<file path="src/rtl/dmem_arbiter.sv">
// Two-master arbiter for the single-ported data memory: CPU priority with
// anti-starvation for the debug master, locked debug bursts and registered read return.
module dmem_arbiter #(
    parameter logic [31:0] BASE_ADDR  = 32'h10010000,
    parameter int          AW         = 11,
    parameter int          STARVE_MAX = 4
) (
    input  logic          clk,
    input  logic          rst_n,

    input  logic          cpu_req,
    input  logic          cpu_we,
    input  logic [31:0]   cpu_addr,
    input  logic [31:0]   cpu_wdata,
    input  logic [1:0]    cpu_fmt,
    output logic          cpu_gnt,
    output logic [31:0]   cpu_rdata,
    output logic          cpu_rvalid,

    input  logic          dbg_req,
    input  logic          dbg_we,
    input  logic [31:0]   dbg_addr,
    input  logic [31:0]   dbg_wdata,
    input  logic [1:0]    dbg_fmt,
    input  logic          dbg_lock,
    output logic          dbg_gnt,
    output logic [31:0]   dbg_rdata,
    output logic          dbg_rvalid,

    output logic          dm_r,
    output logic          dm_w,
    output logic [AW-1:0] dm_addr,
    output logic [31:0]   dm_wdata,
    output logic [1:0]    dm_fmt,
    input  logic [31:0]   dm_rdata,

    output logic          addr_err
);

    // Handshake: a master holds req (with we/addr/wdata/fmt stable) until it sees gnt
    // in the same cycle; the access completes at that posedge. A granted read returns
    // data with a one-cycle rvalid pulse on the following cycle. Requests never queue.

    typedef enum logic [0:0] {
        PRIO_CPU = 1'b0,
        DBG_LOCK = 1'b1
    } state_t;

    localparam logic [3:0] STARVE_LIM = 4'(STARVE_MAX);

    state_t      state;
    state_t      state_nxt;
    logic [3:0]  starve_cnt;
    logic [3:0]  starve_nxt;

    logic        lock_hold;
    logic        any_gnt;
    logic        sel_we;
    logic [31:0] sel_addr;
    logic [31:0] sel_wdata;
    logic [1:0]  sel_fmt;
    logic        sel_bad;

    function automatic logic addr_bad(input logic [31:0] addr, input logic [1:0] fmt);
        logic [31:0] off;
        logic        below;
        logic        beyond;
        logic        misaligned;
        below      = (addr < BASE_ADDR);
        off        = addr - BASE_ADDR;
        beyond     = ((off >> (AW + 2)) != 32'd0);
        misaligned = ((fmt == 2'b00) && (addr[1:0] != 2'b00)) ||
                     ((fmt == 2'b01) && addr[0]);
        return below || beyond || misaligned;
    endfunction

    function automatic logic [AW-1:0] word_of(input logic [31:0] addr);
        return AW'((addr - BASE_ADDR) >> 2);
    endfunction

    // Arbitration and next-state
    always_comb begin
        cpu_gnt    = 1'b0;
        dbg_gnt    = 1'b0;
        lock_hold  = (state == DBG_LOCK) && dbg_lock;

        if (rst_n) begin
            if (lock_hold) begin
                dbg_gnt = dbg_req;
            end else if (dbg_req && (starve_cnt == STARVE_LIM)) begin
                dbg_gnt = 1'b1;
            end else if (cpu_req) begin
                cpu_gnt = 1'b1;
            end else if (dbg_req) begin
                dbg_gnt = 1'b1;
            end
        end

        // The cycle dbg_lock drops is arbitrated as PRIO_CPU and leaves the lock.
        state_nxt = (lock_hold || (dbg_gnt && dbg_lock)) ? DBG_LOCK : PRIO_CPU;

        starve_nxt = starve_cnt;
        if (!dbg_req || dbg_gnt) begin
            starve_nxt = 4'd0;
        end else if (cpu_gnt && (starve_cnt < STARVE_LIM)) begin
            starve_nxt = starve_cnt + 4'd1;
        end
    end

    // Winner's request onto the memory port
    always_comb begin
        any_gnt   = cpu_gnt || dbg_gnt;
        sel_we    = dbg_gnt ? dbg_we    : cpu_we;
        sel_addr  = dbg_gnt ? dbg_addr  : cpu_addr;
        sel_wdata = dbg_gnt ? dbg_wdata : cpu_wdata;
        sel_fmt   = dbg_gnt ? dbg_fmt   : cpu_fmt;
        sel_bad   = addr_bad(sel_addr, sel_fmt);

        dm_r      = 1'b0;
        dm_w      = 1'b0;
        dm_addr   = '0;
        dm_wdata  = 32'd0;
        dm_fmt    = 2'b00;
        if (any_gnt && !sel_bad) begin
            dm_r     = !sel_we;
            dm_w     = sel_we;
            dm_addr  = word_of(sel_addr);
            dm_wdata = sel_wdata;
            dm_fmt   = sel_fmt;
        end
    end

    always_ff @(posedge clk) begin
        if (!rst_n) begin
            state      <= PRIO_CPU;
            starve_cnt <= 4'd0;
            cpu_rdata  <= 32'd0;
            dbg_rdata  <= 32'd0;
            cpu_rvalid <= 1'b0;
            dbg_rvalid <= 1'b0;
            addr_err   <= 1'b0;
        end else begin
            state      <= state_nxt;
            starve_cnt <= starve_nxt;
            cpu_rvalid <= cpu_gnt && !cpu_we;
            dbg_rvalid <= dbg_gnt && !dbg_we;
            addr_err   <= any_gnt && sel_bad;
            // An illegal read still returns, but with zero data.
            if (cpu_gnt && !cpu_we) begin
                cpu_rdata <= sel_bad ? 32'd0 : dm_rdata;
            end
            if (dbg_gnt && !dbg_we) begin
                dbg_rdata <= sel_bad ? 32'd0 : dm_rdata;
            end
        end
    end

endmodule

</file>
<file path="config.mk">
export PLATFORM = sky130hd
export DESIGN_NAME = dmem_arbiter
export DESIGN_NICKNAME = d
export VERILOG_FILES = /design/src/rtl/dmem_arbiter.sv
export SDC_FILE = /design/constraint.sdc
export NUM_CORES = 1
export LEC_CHECK = 0
export BUFFER_PORTS_ARGS = -buffer_cell sky130_fd_sc_hd__buf_4
export CAP_MARGIN = 20
export CORE_AREA = 2 2 113 115
export DETAILED_ROUTE_END_ITERATION = 6
export DIE_AREA = 0 0 115 117
export GPL_TIMING_DRIVEN = 1
export HOLD_SLACK_MARGIN = 0.03
export PLACE_DENSITY = 0.74
export SKIP_CTS_REPAIR_TIMING = 1
export SYNTH_ARGS = -nofsm -noshare
export SYNTH_HDL_FRONTEND = slang
export SYNTH_SLANG_ARGS = --single-unit
</file>
<file path="constraint.sdc">
create_clock -name clk -period 3.9 [get_ports clk]
set_input_delay 0.585 -clock clk [delete_from_list [all_inputs] [get_ports clk]]
set_output_delay 0.585 -clock clk [all_outputs]
set_load 0.03 [all_outputs]
</file>
==> metrics.log <==
[metrics] Worst Slack Setup Final: -0.1287 ns
[metrics] total global routing overflow: 0
[metrics] total number of vias: 5322
[metrics] vias in the first global route: 5043
[metrics] CP Launch Type: flop
[metrics] static leakage: 3.092 nW
[metrics] worst-margin pin slew: 0.5888 ns
[metrics] post-layout util: 0.6345
[metrics] Period Utilization, post-route: 1.033
[metrics] Reg-to-Reg Start: starve_cnt[0]$_SDFFE_PP0P_
[metrics] Avg WL per Cell: 17.57 um
[metrics] wire length after detailed routing: 17820 um
[metrics] ratio of routed vias to standard cells: 5.249
[metrics] commonest cells after routing, fill and taps aside: buf_4, nand2_1, dfxtp_1
[metrics] Die H: 117 um
[metrics] worst min-delay path category: reg2reg
[metrics] sequential power share: 0.400
[metrics] DPL Wire Length: 13480 um
[metrics] length of the first detailed-routing pass in iterations: 5
[metrics] area of the core: 12310 um2
[metrics] most frequent standard cell in the layout excluding fill and tap cells: buf_4
[metrics] Hold Fails Final Rpt: 0
[metrics] Bufs on Longest Clock Path: 2
[metrics] synth unique cells: 49
[metrics] worst-path fanout max: 8
[metrics] DRT antenna net count: 0
[metrics] area of all sequential standard cells: 1444 um2
[metrics] count of warnings emitted by yosys: 0
[metrics] critical path start-end classification: reg2out
[metrics] first-pass GRT wire length: 25650 um
[metrics] number of buffers added on ports: 286
[metrics] last weighted congestion value of the routability-driven placer: 0.9000
[metrics] failing checks: negative setup slack
[metrics] Reg2Reg Setup Slack: 0.61 ns
[metrics] Internal Power: 1.339 mW
[metrics] syn_area_per_cell: 7.375 um2
[metrics] final setup violating endpoints: 26
[metrics] all-layer global routing usage: 0.2396
[metrics] net count of the mapped netlist: 752
[metrics] number of CTS-inserted buffers: 9
[metrics] origin of the worst min-delay path: dbg_rdata[30]$_SDFFE_PN0P_
[metrics] clk slew on worst S/H paths: 0.06 ns
[metrics] worst slack after detailed placement: -0.07654 ns
[metrics] dominant synthesized flop cell: dfxtp_1
[metrics] number of core rows: 41
[metrics] Crit. Startpoint: starve_cnt[0]$_SDFFE_PP0P_
[metrics] post-synthesis cell count: 578
[metrics] global routing's busiest layer: met2
[metrics] multi-input combinational cell area: 3274 um2
[metrics] layout-stage area growth over the synthesis result: 83.24%
[metrics] Gate power share: 0.199
[metrics] switching power summed over all nets: 0.5078 mW
[metrics] Skew-Pair Late Insertion Delay: 0.33 ns
[metrics] number of antenna violations at the first check in global routing: 0
[metrics] outcome: finished with violations
[metrics] met2 Resource Use GR: 0.4125
[metrics] Cell Area, Synth: 4263 um2
[metrics] clk root buf: clkbuf_16
[metrics] total of flip-flops plus latches after synthesis: 72
[metrics] sequential cell area fraction in the yosys report: 0.3381
[metrics] Required @ worst endpoint: 3.31 ns
[metrics] power density cells: 236.5 nW/um2
[metrics] fin crit period: 4.029 ns
[metrics] I/O pin total: 287
[metrics] proportion of layout cells with a drive suffix above 1: 0.4699
[metrics] Slew HR: 0.6057
[metrics] met1 usage in global routing: 0.2706
[metrics] Starting Density: 0.3462
[metrics] H-Tree Level Count: 3
[metrics] worst ir drop on vdd: 230.4 uV
[metrics] post-synthesis async set-or-reset flop share: 0
[metrics] antenna cells: 0
[metrics] Clock Power Share: 0.401
[metrics] RSZ-0062 raised after global routing: yes
[metrics] max-capacitance violation count: 0
[metrics] GR Layer Usage met3: 0.06076
[metrics] Pins Over Slew Limit: 0
[metrics] net switching share of the total power: 0.2749
[metrics] residual DRC count: 0
[metrics] clock tree from TritonCTS: done
[metrics] FMAX: 248.2 MHz
[metrics] DIE AREA: 13460 um2
[metrics] pin count of the biggest net entering global routing: 66
[metrics] fillcell total: 1039
[metrics] clock sinks: 72
[metrics] CP Capture Type: output pin
[metrics] # nets final: 1033
[metrics] largest clock skew in the final design: 0.009919 ns
[metrics] EDFF count, synth: 0
[metrics] die boundary width: 115 um
[metrics] iteration-0 DRC count of the detailed router: 332
[metrics] arrival time reported for the critical path endpoint: 3.44 ns
[registers in the layout, indices dropped and copies added, names as in the netlist]
| register | flops |
|---|---|
| cpu_rdata | 32 |
| dbg_rdata | 32 |
| starve_cnt | 4 |
| addr_err | 1 |
| cpu_rvalid | 1 |
| dbg_rvalid | 1 |
| state | 1 |
[power groups by stage]
stage / Clock [mW] / Sequential, mW / Combinational [mW]
6_report: 0.742 / 0.739 / 0.367
5_1_grt: 0.779 / 0.739 / 0.392
4_1_cts: 0.755 / 0.739 / 0.354
3_5_place_dp: 0 / 0.755 / 0.354
3_3_place_gp: 0 / 0.755 / 0.348
2_1_floorplan: 0 / 0.758 / 0.155
[logic make-up after synthesis]
kind of cell	synth area share
AND/OR/NAND/NOR	0.2897
multiplexers	0.02642
XOR/XNOR	0.006165
adder cells (fa/ha/maj)	0.008806
flip-flops	0.3381
buffers and inverters	0.06105
AO/OA/AOI/OAI	0.2697
[final timing paths]
| kind | to | depth (start not counted) |
|---|---|---|
| max | dm_wdata[7] | 15 |
| min | dbg_rdata[30]$_SDFFE_PN0P_ | 2 |
| max reg2reg | cpu_rdata[12]$_SDFFE_PN0P_ | 13 |
| min reg2reg | dbg_rdata[30]$_SDFFE_PN0P_ | 2 |
[through the flow]
stage,total power [mW],hold slack (ns),instance area (um2),std cells,TNS (ns)
final,1.847,0.4521,7811,1014,-1.559
after global routing,1.910,0.4755,7811,1014,-10.44
after CTS,1.848,0.4563,7530,1006,-11.99
after detailed placement,1.109,0.4436,7258,990,-0.4139
after global placement,1.103,0.4363,7258,990,0
after floorplan,0.9129,0.4377,4910,578,-0.1951
[metal layers]
layer / vias up / wire (um)
met5: - / 0
li1: 2576 / -
met1: 2456 / 6651
met2: 238 / 8948
met3: 52 / 1392
met4: 0 / 823
[worst max-delay path: stages, from the launching register on]
cell       delay, ns
dfxtp_2         0.33
inv_2           0.06
ha_4            0.12
nand3b_1        0.10
a21o_2          0.27
mux2i_1         0.19
ha_2            0.25
buf_4           0.13
nand3_1         0.09
mux2i_1         0.15
a211oi_1        0.27
a21o_1          0.27
nand2_8         0.14
clkbuf_16       0.20
a2111oi_4       0.31
buf_4           0.24
[area by class of cell]
cell class                 count  share of cell area
multi-input combinational    446              0.4192
clock buffer                  10             0.02931
timing repair buffer         318              0.3314
sequential                    72              0.1848
tap                          150             0.02403
inverter                      12            0.005766
clock inverter                 6            0.005446
[cells in the mapped netlist, types with 4 or more instances]
library cell / n / area share
a2111oi_2: 25 / 0.088
nand3b_1: 4 / 0.0070
a2111oi_0: 17 / 0.035
buf_6: 4 / 0.011
nor4_1: 7 / 0.010
dfxtp_1: 72 / 0.34
inv_1: 12 / 0.011
o21ai_0: 66 / 0.077
nor2_1: 14 / 0.012
mux2i_1: 9 / 0.021
nand2_1: 230 / 0.20
nor3_1: 7 / 0.0082
a21oi_1: 6 / 0.0070
clkbuf_1: 38 / 0.033
nor2b_1: 4 / 0.0059
(Power assumes the default switching activity.)
